==> config.mk <==
export PLATFORM = sky130hd
export DESIGN_NAME = ll_free_ptr_server
export DESIGN_NICKNAME = d
export VERILOG_FILES = /design/src/rtl/ll_pkg.sv /design/src/rtl/ll_ptr_fifo.sv /design/src/rtl/ll_free_ptr_server.sv
export SDC_FILE = /design/constraint.sdc
export NUM_CORES = 1
export LEC_CHECK = 0
export CORE_AREA = 2 2 117 148
export CTS_CLUSTER_DIAMETER = 80
export DETAILED_ROUTE_END_ITERATION = 10
export DIE_AREA = 0 0 119 150
export MAX_ROUTING_LAYER = met4
export PLACE_DENSITY = 0.46
export SLEW_MARGIN = 20
export SYNTH_ARGS = -nofsm -noshare
export SYNTH_HDL_FRONTEND = slang
export SYNTH_SLANG_ARGS = --single-unit
==> constraint.sdc <==
create_clock -name clk -period 3.51 [get_ports clk]
set_input_delay 1.053 -clock clk [delete_from_list [all_inputs] [get_ports clk]]
set_output_delay 1.053 -clock clk [all_outputs]
set_load 0.01 [all_outputs]
==> src/rtl/ll_pkg.sv <==
// Shared definitions for the linked-list free-pointer server.
// Default pointer geometry and the server FSM state type.
package ll_pkg;

    localparam int unsigned PTR_WD = 4;
    localparam int unsigned DEPTH  = 2**PTR_WD;

    typedef enum logic {
        INIT,
        READY
    } t_free_srv_st;

endpackage

==> src/rtl/ll_ptr_fifo.sv <==
// Pointer storage FIFO: DEPTH x PTR_WD, one write and one read port,
// show-ahead read data and an occupancy count.
module ll_ptr_fifo #(
    parameter int unsigned PTR_WD = ll_pkg::PTR_WD,
    parameter int unsigned DEPTH  = 2**PTR_WD
) (
    input  logic              clk,
    input  logic              reset_n,
    input  logic              push,
    input  logic [PTR_WD-1:0] wr_data,
    input  logic              pop,
    output logic [PTR_WD-1:0] rd_data,
    output logic [PTR_WD:0]   count
);

    logic [PTR_WD-1:0] mem [DEPTH];
    logic [PTR_WD-1:0] wr_idx;
    logic [PTR_WD-1:0] rd_idx;

    // Explicit wrap so a DEPTH below 2**PTR_WD still wraps modulo DEPTH.
    function automatic logic [PTR_WD-1:0] next_idx(input logic [PTR_WD-1:0] idx);
        return (idx == PTR_WD'(DEPTH - 1)) ? '0 : idx + 1'b1;
    endfunction

    always_ff @(posedge clk) begin
        if (push) begin
            mem[wr_idx] <= wr_data;
        end
    end

    always_ff @(posedge clk) begin
        if (!reset_n) begin
            wr_idx <= '0;
            rd_idx <= '0;
            count  <= '0;
        end else begin
            if (push) begin
                wr_idx <= next_idx(wr_idx);
            end
            if (pop) begin
                rd_idx <= next_idx(rd_idx);
            end
            case ({push, pop})
                2'b10:   count <= count + 1'b1;
                2'b01:   count <= count - 1'b1;
                default: count <= count;
            endcase
        end
    end

    always_comb begin
        rd_data = mem[rd_idx];
    end

endmodule

==> src/rtl/ll_free_ptr_server.sv <==
// Free-pointer server: fills a FIFO with every pointer after reset, then
// hands pointers out on alloc_req and takes them back on free_vld.
module ll_free_ptr_server #(
    parameter int unsigned PTR_WD = ll_pkg::PTR_WD,
    parameter int unsigned DEPTH  = 2**PTR_WD
) (
    input  logic              clk,
    input  logic              reset_n,
    input  logic              alloc_req,
    input  logic              free_vld,
    input  logic [PTR_WD-1:0] free_ptr,
    output logic [PTR_WD-1:0] nxt_ptr_from_servr,
    output logic              nxt_ptr_vld,
    output logic              srv_ready,
    output logic [PTR_WD:0]   free_cnt,
    output logic              underflow_err,
    output logic              overflow_err,
    output logic              dbl_free_err
);
    import ll_pkg::*;

    localparam int unsigned CNT_WD = PTR_WD + 1;

    t_free_srv_st      state;
    t_free_srv_st      state_nxt;
    logic [CNT_WD-1:0] init_cnt;
    logic [DEPTH-1:0]  bitmap;
    logic [PTR_WD-1:0] head_ptr;
    logic [PTR_WD-1:0] fifo_wr_data;
    logic              fifo_push;
    logic              fifo_pop;
    logic              empty;
    logic              full;
    logic              free_in_range;
    logic              under_hit;
    logic              over_hit;
    logic              dbl_hit;

    ll_ptr_fifo #(
        .PTR_WD (PTR_WD),
        .DEPTH  (DEPTH)
    ) u_ptr_fifo (
        .clk     (clk),
        .reset_n (reset_n),
        .push    (fifo_push),
        .wr_data (fifo_wr_data),
        .pop     (fifo_pop),
        .rd_data (head_ptr),
        .count   (free_cnt)
    );

    always_ff @(posedge clk) begin
        if (!reset_n) begin
            state    <= INIT;
            init_cnt <= '0;
        end else begin
            state <= state_nxt;
            if (state == INIT && init_cnt != CNT_WD'(DEPTH)) begin
                init_cnt <= init_cnt + 1'b1;
            end
        end
    end

    // init_cnt reaching DEPTH means the last pointer went in on the previous edge.
    always_comb begin
        state_nxt     = state;
        srv_ready     = 1'b0;
        fifo_push     = 1'b0;
        fifo_pop      = 1'b0;
        fifo_wr_data  = '0;
        under_hit     = 1'b0;
        over_hit      = 1'b0;
        dbl_hit       = 1'b0;
        empty         = (free_cnt == '0);
        full          = (free_cnt == CNT_WD'(DEPTH));
        free_in_range = ({1'b0, free_ptr} < CNT_WD'(DEPTH));
        case (state)
            INIT: begin
                if (init_cnt == CNT_WD'(DEPTH)) begin
                    state_nxt = READY;
                end else begin
                    fifo_push    = 1'b1;
                    fifo_wr_data = init_cnt[PTR_WD-1:0];
                end
            end
            READY: begin
                srv_ready    = 1'b1;
                under_hit    = alloc_req && empty;
                fifo_pop     = alloc_req && !empty;
                over_hit     = free_vld && full;
                dbl_hit      = free_vld && !full && (!free_in_range || !bitmap[free_ptr]);
                fifo_push    = free_vld && !full && !dbl_hit;
                fifo_wr_data = free_ptr;
            end
            default: state_nxt = INIT;
        endcase
    end

    // A bit is cleared whenever its pointer enters the FIFO (fill or free).
    always_ff @(posedge clk) begin
        if (!reset_n) begin
            bitmap <= '1;
        end else begin
            if (fifo_push) begin
                bitmap[fifo_wr_data] <= 1'b0;
            end
            if (fifo_pop) begin
                bitmap[head_ptr] <= 1'b1;
            end
        end
    end

    always_ff @(posedge clk) begin
        if (!reset_n) begin
            underflow_err <= 1'b0;
            overflow_err  <= 1'b0;
            dbl_free_err  <= 1'b0;
        end else begin
            if (under_hit) underflow_err <= 1'b1;
            if (over_hit)  overflow_err  <= 1'b1;
            if (dbl_hit)   dbl_free_err  <= 1'b1;
        end
    end

    always_comb begin
        nxt_ptr_vld        = srv_ready && !empty;
        nxt_ptr_from_servr = nxt_ptr_vld ? head_ptr : '0;
    end

endmodule

==> reports/qor.yml <==
r2r_start: "u_ptr_fifo.count[0]"
grt_pass1_vias: 3282
status: "completed"
synth.yosys.seq_area_share_pct: 57.0
net-switching-power_uw: 619
leakage_nw: 2.13
ys_types: 57
floorplan.die_area_um2: 17900
hp-class: "reg -> reg"
synthArstFlopShare_pct: 0
synth_cells: 390
die_w_um: 119
hold_depth: 2
cp_max_fo: 8
switching_share_pct: 22.9
grt_pass1_wl_um: 18200
synth_area_per_cell_um2: 12.4
viasPerCell: 4.75
port_buffers: 21
grt_usage_pct: 14.1
intPower_mw: 2.09
cp-start-kind: "flop"
path_delay_family: "multiplexers"
pwr-share-comb_pct: 8.2
drv_slew: 0
insertion_delay_ps: 360
synth_area_um2: 4850
diodes: 0
cpPeakStageDelay_ps: 540
antenna_found_initial: 0
path_cells: "buf_12 > mux4_2 > mux4_2 > nor2b_1 > dlygate4sd2_1"
via_count: 3150
die_y_um: 150
r2r_cells: 11
final-seq-area_um2: 2770
finalWirelength_um: 11400
regToRegSetupSlack_ps: 760
whs_endpoint: "bitmap[1]"
cts_hold_buf: 0
areaGrowthSynthToFinish_pct: 22.0
cts_buffer_depth: 2
crit_buf_inv: 2
io_pins: 22
clock_skew_ps: 12.1
drt_pass1_iterations: 4
routedWlPerCell_um: 17.1
mappedNetlistNets: 408
synth_edf_count: 64
post-route-period-util_pct: 97.9
initialDrtViolationCount: 178
cts_tree: "done"
maxCapViolCount: 0
ys.flop_type: "edfxtp_1"
hp-start: "bitmap[1]"
max-vdd-ir-drop_mv: 0.213
path_clk_slew_ps: 80
grt_overflow: 0
ys_ff_latch: 106
power_frac_clock_pct: 40.9
period_minus_slack_ps: 3430
num-fill-cells: 1628
critPathRequiredTime_ps: 2460
nets: 456
cts_max_level: 3
multiInputGateArea_um2: 1950
drc: 0
utilization_pct: 35.8
arrival_ps: 2380
critical_path_class: "reg -> out"
critPathCaptureType: "output pin"
antenna_left: 0
numCtsBuffers: 9
hpwl_um: 8250
seqPwrFrac_pct: 50.9
critPathSlowestCell: "mux4_2"
num_rows: 53
gp_congestion: 0.806
r2r-end: "u_ptr_fifo.count[4]"
rsz0062_at_grt: "no"
finalSetupViolCount: 0
drive_gt1_share_pct: 22.1
hold_viol_final: 0
powerDensity_nw_per_um2: 457
total_power_mw: 2.70
coreArea_um2: 16500
start_util_pct: 29.4
cts.sinks: 106
ys_warn_count: 0
grt_max_degree: 24
fmax_mhz: 291
cpMostUsedCell: "mux4_2"
fin_tns_setup_ps: 0
slew_headroom_pct: 45.1
worstMarginPinSlew_ps: 822
cts_root_buf: "clkbuf_16"
how the worst max path moves through the flow:
stage                      from                     to  cells after the start
finish                     flop  nxt_ptr_from_servr[2]                      5
global route               flop  nxt_ptr_from_servr[3]                      5
CTS                        flop  nxt_ptr_from_servr[0]                      5
detailed placement  free_ptr[2]    u_ptr_fifo.count[2]                     12
global placement    free_ptr[2]    u_ptr_fifo.count[2]                     11
floorplan           free_ptr[3]    u_ptr_fifo.count[2]                     14
flip-flops by register name, indices dropped and copies added, names as in the netlist, named ones only:
| signal | flops |
|---|---|
| u_ptr_fifo.mem | 64 |
| bitmap | 16 |
| init_cnt | 5 |
| u_ptr_fifo.count | 5 |
| u_ptr_fifo.rd_idx | 4 |
| u_ptr_fifo.wr_idx | 4 |
| dbl_free_err | 1 |
| overflow_err | 1 |
| state | 1 |
| underflow_err | 1 |
cell families (layout without fill, tap and decap cells):
| kind of cell | count (synthesis) | in the layout | share of synthesized area [%] |
|---|---|---|---|
| AND/OR/NAND/NOR | 133 | 133 | 13.9 |
| flip-flops | 106 | 106 | 57.0 |
| AO/OA/AOI/OAI | 65 | 65 | 8.96 |
| buffers and inverters | 37 | 90 | 3.64 |
| multiplexers | 31 | 31 | 12.4 |
| adder cells (fa/ha/maj) | 10 | 10 | 2.58 |
| XOR/XNOR | 8 | 8 | 1.45 |
repair_timing:
| item | in CTS | in global routing |
|---|---|---|
| setup buffers | 2 | 0 |
| gates cloned | 1 | 0 |
| hold endpoints to repair | 0 | 0 |
| setup endpoints to repair | 7 | 3 |
| resized for setup | 9 | 4 |
Yosys cell counts, types with 6 or more instances:
master | instances | area share, %
nand3_1 | 18 | 1.9
xor2_1 | 6 | 1.1
dfxtp_1 | 42 | 17
nor2b_1 | 10 | 1.3
and3_1 | 16 | 2.1
clkbuf_1 | 14 | 1.1
edfxtp_1 | 64 | 40
mux2i_1 | 7 | 1.4
ha_1 | 10 | 2.6
o31ai_1 | 14 | 2.2
o21ai_0 | 7 | 0.72
nand2_1 | 35 | 2.7
mux4_2 | 22 | 10
inv_1 | 9 | 0.70
nor2_1 | 28 | 2.2
a21oi_1 | 17 | 1.8
power by group through the flow:
stage | Combinational, mW | Sequential (mW) | Clock [mW]
6_report | 0.223 | 1.38 | 1.11
5_1_grt | 0.246 | 1.38 | 1.18
4_1_cts | 0.226 | 1.38 | 1.14
3_5_place_dp | 0.221 | 1.41 | 0
3_3_place_gp | 0.221 | 1.40 | 0
2_1_floorplan | 0.135 | 1.40 | 0
worst register-to-register path, stage by stage, from the launching register on:
cell and delay, ps:
dfxtp_1 390, or4_1 640, o211ai_2 220, buf_4 210, inv_2 120, ha_4 190, buf_4 140, a31oi_1 180
nor2_1 60, o31a_1 120, a211oi_2 230, mux2i_1 200
placed cells by master, fill, tap and decap left out, types with 4 or more instances in the layout:
master	Yosys	layout
edfxtp_1	64	64
nor2_1	28	28
nor3_1	4	4
and3_1	16	16
inv_2	4	4
nand3_1	18	18
mux2i_1	7	7
a21oi_1	17	16
ha_1	10	9
xor2_1	6	6
dlygate4sd2_1	0	4
dfxtp_1	42	41
clkdlybuf4s50_1	0	15
nand2_1	35	35
buf_4	0	36
o21ai_1	4	4
o21ai_0	7	7
inv_1	9	9
clkbuf_16	0	9
o31ai_1	14	14
mux4_2	22	22
nor2b_1	10	10
final cells by class:
class / instances / share of cell area [%]
Clock buffer: 10 / 3.87
Tap cell: 220 / 4.65
Sequential cell: 106 / 46.8
Inverter: 14 / 0.973
Multi-Input combinational cell: 247 / 32.9
Timing Repair Buffer: 60 / 9.18
Clock inverter: 6 / 1.65
routing by layer:
metal	up-vias	track usage [%]	routed length, um
met3	15	2.25	298
li1	1561	-	-
met4	0	6.01	233
met1	1527	15.8	4830
met5	-	-	0
met2	47	25.0	5990
per-stage QoR:
step | hold slack [ps] | area (um^2) | setup WS [ps] | cells
floorplan | 430 | 4890 | -41.7 | 390
global placement | 446 | 5540 | -427 | 644
detailed placement | 451 | 5540 | -464 | 644
CTS | 464 | 5900 | 17.0 | 663
global route | 495 | 5910 | 7.59 | 663
finish | 466 | 5910 | 75.0 | 663
Note: power is estimated with default switching activity, not from simulation.
